--- config.mk ---
export PLATFORM = sky130hd
export DESIGN_NAME = mode_ctrl
export DESIGN_NICKNAME = d
export VERILOG_FILES = /design/src/rtl/mode_defs.sv /design/src/rtl/mode_ctrl_btn_debounce.sv /design/src/rtl/mode_ctrl.sv
export SDC_FILE = /design/constraint.sdc
export NUM_CORES = 1
export LEC_CHECK = 0
export CAP_MARGIN = 30
export CORE_AREA = 5 5 60 62
export CTS_BUF_LIST = sky130_fd_sc_hd__clkbuf_2 sky130_fd_sc_hd__clkbuf_4 sky130_fd_sc_hd__clkbuf_8
export CTS_CLUSTER_DIAMETER = 200
export DETAILED_ROUTE_END_ITERATION = 10
export DIE_AREA = 0 0 65 67
export PLACE_DENSITY_LB_ADDON = 0.2
export SLEW_MARGIN = 15
export SYNTH_ARGS = -nofsm -noshare
export SYNTH_HDL_FRONTEND = slang
export SYNTH_SLANG_ARGS = --single-unit
--- constraint.sdc ---
create_clock -name clk -period 1.9 [get_ports clk]
set_input_delay 0.19 -clock clk [delete_from_list [all_inputs] [get_ports clk]]
set_output_delay 0.19 -clock clk [all_outputs]
set_load 0.05 [all_outputs]
--- src/rtl/mode_defs.sv ---
`default_nettype none
// ============================================================================
// Module : mode_defs (package)
// Brief  : Mode encodings shared by mode_ctrl and the LCD driver msg_sel decode
// Rev    : 1.0
// ============================================================================
package mode_defs;

    typedef enum logic [1:0] {
        MODE_WATCH     = 2'b00,
        MODE_STOPWATCH = 2'b01,
        MODE_TIMER     = 2'b10,
        MODE_INFO      = 2'b11
    } mode_e;

    function automatic logic [3:0] mode_onehot_f(input mode_e m);
        return 4'b0001 << m;
    endfunction

endpackage
`default_nettype wire

--- src/rtl/mode_ctrl_btn_debounce.sv ---
`default_nettype none
// ============================================================================
// Module : btn_debounce
// Brief  : 2-flop synchroniser, counter debounce and rising-edge press pulse
// Rev    : 1.0
// ============================================================================
module btn_debounce #(
    parameter int DEB_CYCLES = 1000
) (
    input  logic clk,
    input  logic rst,
    input  logic raw,
    output logic level,
    output logic press
);

    localparam int CW = $clog2(DEB_CYCLES + 1);

    logic          sync1_q, sync2_q;
    logic          stable_q, stable_d;
    logic          stable_prev_q;
    logic          press_q;
    logic [CW-1:0] cnt_q, cnt_d;

    // The stable level flips on the DEB_CYCLES-th consecutive differing sample.
    always_comb begin
        cnt_d    = cnt_q;
        stable_d = stable_q;
        if (sync2_q == stable_q) begin
            cnt_d = '0;
        end else if (cnt_q == CW'(DEB_CYCLES - 1)) begin
            cnt_d    = '0;
            stable_d = ~stable_q;
        end else begin
            cnt_d = cnt_q + 1'b1;
        end
    end

    always_ff @(posedge clk or posedge rst) begin
        if (rst) begin
            sync1_q       <= 1'b0;
            sync2_q       <= 1'b0;
            stable_q      <= 1'b0;
            stable_prev_q <= 1'b0;
            press_q       <= 1'b0;
            cnt_q         <= '0;
        end else begin
            sync1_q       <= raw;
            sync2_q       <= sync1_q;
            stable_q      <= stable_d;
            stable_prev_q <= stable_q;
            press_q       <= stable_q & ~stable_prev_q;
            cnt_q         <= cnt_d;
        end
    end

    assign level = stable_q;
    assign press = press_q;

endmodule
`default_nettype wire

--- src/rtl/mode_ctrl.sv ---
`default_nettype none
// ============================================================================
// Module : mode_ctrl
// Brief  : Front-panel mode FSM; MODE_CTRL_LONG_HOME_EN adds long-press home
// Rev    : 1.0
// ============================================================================
module mode_ctrl
    import mode_defs::*;
#(
    parameter int DEB_CYCLES  = 1000,
    parameter int LONG_CYCLES = 200000
) (
    input  logic       clk,
    input  logic       rst,
    input  logic       btn_next,
    input  logic       btn_prev,
    output logic [1:0] msg_sel,
    output logic [3:0] mode_onehot,
    output logic       mode_chg
);

    logic  next_level, next_press;
    logic  prev_level, prev_press;
    logic  long_fire;
    mode_e mode_q, mode_d;
    logic [3:0] onehot_q;
    logic       chg_q;

    btn_debounce #(.DEB_CYCLES(DEB_CYCLES)) u_deb_next (
        .clk   (clk),
        .rst   (rst),
        .raw   (btn_next),
        .level (next_level),
        .press (next_press)
    );

    btn_debounce #(.DEB_CYCLES(DEB_CYCLES)) u_deb_prev (
        .clk   (clk),
        .rst   (rst),
        .raw   (btn_prev),
        .level (prev_level),
        .press (prev_press)
    );

`ifdef MODE_CTRL_LONG_HOME_EN
    localparam int LW = $clog2(LONG_CYCLES + 1);
    logic [LW-1:0] long_q, long_d;

    // Saturation at LONG_CYCLES is what limits the home action to once per hold.
    always_comb begin
        long_d = long_q;
        if (!next_level)
            long_d = '0;
        else if (long_q != LW'(LONG_CYCLES))
            long_d = long_q + 1'b1;
    end

    assign long_fire = next_level && (long_q == LW'(LONG_CYCLES - 1));

    always_ff @(posedge clk or posedge rst) begin
        if (rst) long_q <= '0;
        else     long_q <= long_d;
    end

    logic unused_levels;
    assign unused_levels = prev_level;
`else
    assign long_fire = 1'b0;

    logic unused_levels;
    assign unused_levels = &{1'b0, next_level, prev_level};
`endif

    // Long-press home has priority; coincident next/prev presses cancel.
    always_comb begin
        mode_d = mode_q;
        if (long_fire)
            mode_d = MODE_WATCH;
        else if (next_press && !prev_press)
            mode_d = mode_e'(2'(mode_q + 2'd1));
        else if (prev_press && !next_press)
            mode_d = mode_e'(2'(mode_q - 2'd1));
    end

    always_ff @(posedge clk or posedge rst) begin
        if (rst) begin
            mode_q   <= MODE_WATCH;
            onehot_q <= 4'b0001;
            chg_q    <= 1'b0;
        end else begin
            mode_q   <= mode_d;
            onehot_q <= mode_onehot_f(mode_d);
            chg_q    <= (mode_d != mode_q);
        end
    end

    assign msg_sel     = mode_q;
    assign mode_onehot = onehot_q;
    assign mode_chg    = chg_q;

endmodule
`default_nettype wire

Word level (Yosys, flattened, before mapping). Cells that the tools add are included.

Reduce and logical (&&, ||, !) cells: 6. Bitwise gates (word level): 8. Mux-type cells: 6. Add/sub/neg operators: 4. Equality and inequality tests: 5. Shifts and indexed selects: 1.

Operators by type and width (number): $mux W10 (4); $add A10 B1 Y10 const B (2); $eq A10 B10 Y1 const B (2); $not A1 Y1 (6); $mux W2 (2); $reduce_and A2 Y1 (2); $shl A1 B2 Y4 const A (1); $add A2 B1 Y2 const B (1); $and A1 B1 Y1 (2); $eq A1 B1 Y1 (2); $logic_and A1 B1 Y1 (2); $logic_not A1 Y1 (2); $ne A2 B2 Y1 (1); $sub A2 B1 Y2 const B (1).

Flip-flop bits (word level): 37. Input port bits: 4.

Logic depth before layout (Yosys ltp).
Depth after elaboration: 5. Gate-level depth with buffers: 4. Mapped depth without buffers: 4.

Modules after synthesis. From an unflattened synthesis, not the netlist that was laid out.

Cells, all modules: 156. Area, all modules: 1714.1 um2.

Modules (own cells, without submodules): btn_debounce (times used 2, cells an instance 62, seq. area each 375.4 um2, area an instance 681.9 um2); mode_ctrl (times used 1, cells an instance 32, seq. area each 176.4 um2, area an instance 350.3 um2).

Worst setup path before layout. OpenSTA, ideal clock, no wires.

Path kind: reg2reg. From: register mode_q[0], in the netlist msg_sel[0]. To: register onehot_q[3], in the netlist mode_onehot[3]. Path slack: 385 ps. Arrival: 1395 ps. Required time: 1780 ps. Stages on the path, launching flop included: 4. Setup time: 120 ps. Period minus slack after synthesis: 1515 ps. Path buffers: 0. Path through: dfrtp_1 -> and3b_1 -> or3_1 -> and3_1.

Longest elaborated chain between the ends: 4. Elaborated cells between the ends (all ways): 5.

Ends and longest elaborated chain: from (decl) (RTL line mode_ctrl.sv:25) `mode_e mode_q, mode_d;`; from (signal assigned) (RTL line mode_ctrl.sv:91) `mode_q <= mode_d;`; $sub A2 B1 Y2 (RTL line mode_ctrl.sv:82) `mode_d = mode_e'(2'(mode_q - 2'd1));`; $mux W2 (RTL line mode_ctrl.sv:81) `else if (prev_press && !next_press)`; $mux W2 (*) (RTL line mode_ctrl.sv:79) `else if (next_press && !prev_press)`; $shl A1 B2 Y4 (*) (RTL line mode_defs.sv:17) `return 4'b0001 << m;`; to (signal assigned) (RTL line mode_ctrl.sv:92) `onehot_q <= mode_onehot_f(mode_d);`; to (decl) (RTL line mode_ctrl.sv:26) `logic [3:0] onehot_q;`.

Every way passes the cells marked *; elsewhere a longest branch is shown, timed or not. A chain may end at the register's enable or synchronous reset.

Worst setup path in the final report.
From: register mode_q[0], in the netlist msg_sel[0]. To: output port msg_sel[0].

RTL lines: to (decl) (RTL line mode_ctrl.sv:17) `output logic [1:0] msg_sel,`.

No word-level cell between the ends.

==> impl_metrics.yaml <==
layout:
  n_fill_cell: 248
  final_util_pct: 60.8
  layout_common_cells: "dfrtp_1, nor2_1, clkdlybuf4s50_1"
  antennaDiodeCount: 0
  multiInputGateArea_um2: 599
  final_common_cell: "dfrtp_1"
  final_cells: 187
  drive_gt1_share_pct: 10.4
  design_area_mm2: 0.00181
  nNetsFinal: 159
  seq_area_um2: 927
  area_growth_pct: 16.9
clocking:
  clock-root-buffer: "clkbuf_4"
  cts_tree: "built"
  clock_sinks: 37
  cts_made_buffers: 5
  clkTransAtPathRegs_ps: 110
  h-tree-depth: 2
  hold_buffers: 0
  clock_path_buffers: 2
  worstSkewPairLatency_ps: 350
timing:
  period_needed_ps: 1770
  rsz0062_at_grt: "false"
  slew_headroom_pct: 65.8
  slew_viol_final: 0
  fmax_mhz: 566
  whs_ps: 229
  finalHoldViolCount: 0
  worstMarginPinSlew_ps: 511
  tns_ps: 0
  setup_viol: 0
  skew_ps: 8.84
  finalCritPeriodShare_pct: 92.9
  setup_slack_ps: 134
logic_synthesis:
  ys_types: 30
  yosysTopAreaCellShare_pct: 58.2
  yosysTopAreaCell: "dfrtp_1"
  ys.flop_type: "dfrtp_1"
  async_reset_ff_share_pct: 100
  synth_nets: 140
  ys_seq_area_share_pct: 59.9
  synth_area_per_cell_um2: 11.6
  synth_edf_count: 0
  synth_seq_cells: 37
  syn_inst: 134
  synth_area_mm2: 0.00155
  yosys_warnings: 0
  synthTopCellsByArea: "dfrtp_1, xor2_1, nor2_1"
floorplanning:
  row_count: 20
  initial_core_util_pct: 52.0
  die_h_um: 67
  die_w_um: 65
  core-area_mm2: 0.00298
  pin_count: 11
  die-area_mm2: 0.00436
place:
  numPortBuffers: 10
  preCtsSetupSlack_ps: 408
  place_area_mm2: 0.00171
  gp_congestion: 0.774
  dp_hpwl_um: 1710
  placedCellCount: 179
critical_path:
  worstSetupPathType: "reg -> out"
  cp-end-kind: "output port"
  cp.arrival_ps: 1580
  crit_fanout: 4
  max_stage_delay_ps: 820
  required_ps: 1710
  r2r_slack_ps: 370
  cp-start-kind: "register"
  timing.rr.end: "u_deb_next.level$_DFFE_PP0P_"
  cpMaxStageDelayCell: "clkdlybuf4s50_1"
  reg2reg_depth: 4
  cp_top_family: "buffers and inverters"
  r2r_start: "u_deb_next.cnt_q[0]$_DFF_PP0_"
  path_buf_inv: 1
  crit_chain: "clkdlybuf4s50_1"
  critPathLaunch: "msg_sel[0]$_DFF_PP0_"
route:
  viasPerCell: 5.71
  dr_total_vias: 1068
  drt_iter0_markers: 68
  firstDrtPassIters: 6
  route.detailed.drc: 0
  routed_wl_um: 2570
  post_drt_wl_per_cell_um: 13.8
  postRouteAntennaNets: 0
grt:
  antenna_found_initial: 0
  grt.overflow.total: 0
  grt_pass1_wl_um: 4420
  grt_max_degree: 38
  grt_pass1_vias: 986
  globalRouteTotalUtil_pct: 13.9
pwr:
  p_per_area_mw_per_mm2: 848
  power.leakage_nw: 0.797
  power_mw: 1.54
  ir_worst_vdd_v: 0.000514
outcome:
  status: "finished clean"
run:
  cap_violations: 0
min_path:
  min_path_type: "in -> async"
## routing by layer
metal | track usage [%] | part of all wire [%] | vias up
li1 | - | - | 526
met1 | 16.7 | 46 | 517
met2 | 21.7 | 47 | 20
met3 | 4.22 | 4.8 | 5
met4 | 8.71 | 2.2 | 0
met5 | 0 | 0 | -
## cell families (layout without fill, tap and decap cells)
kind of cell,count (synthesis),after routing,share of synthesized area [%]
and+or+nand+nor,51,51,19.1
DFF,37,37,59.9
AOI/OAI and AO/OA,25,25,10.3
xor gates and xnor gates,11,11,6.22
buffers and inverters,6,26,1.45
adders and majority gates,2,2,1.62
muxes,2,2,1.45
## Yosys cell counts, drive strengths merged (2+ instances only)
cell type and count:
nor2 10, a21oi 7, xor2 7, nand4bb 2, nand2 7, xnor2 4
dfrtp 36, o21ai 5, nand3 7, a21boi 2, o211ai 3, inv 6
a31oi 3, ha 2, and3 2, or3 6, o31ai 3, or4 4
mux2 2, and3b 2, nor2b 2, nand4 4
## flip-flops by register name, indices dropped and copies added (netlist names), 2 cells and up
register	cells
mode_onehot	4
msg_sel	2
u_deb_next.cnt_q	10
u_deb_prev.cnt_q	10
## power by group
part / internal [mW] / switching, mW
registers: 0.802 / 0.0116
logic: 0.0219 / 0.0329
clock network: 0.407 / 0.260
total: 1.23 / 0.304
## worst min-delay path, cell delays in order
cell and delay, ps:
clkdlybuf4s50_1 390, inv_1 50, buf_4 390
## repair_timing
item	4_1_cts	5_1_grt
endpoints found under the setup margin	0	1
resized for setup	0	1
setup buffers	0	0
## cell type report
cell class | instances | area share, %
Clock inverter | 3 | 3.59
Timing Repair Buffer | 12 | 6.50
Multi-Input combinational cell | 91 | 33.1
Sequential cell | 37 | 51.2
Inverter | 6 | 1.24
Clock buffer | 5 | 2.07
Tap cell | 33 | 2.28
## how the worst max path moves through the flow
stage / to / slack (ps) / depth (start not counted)
detailed placement: mode_onehot[0] / 410 / 1
global placement: mode_onehot[0] / 430 / 1
floorplan: mode_onehot[3]$_DFF_PP0_ / 390 / 3
finish: msg_sel[0] / 130 / 1
global route: msg_sel[0] / 60 / 1
CTS: mode_onehot[0] / 7 / 1
No activity file was read; power rests on OpenSTA's default activity.
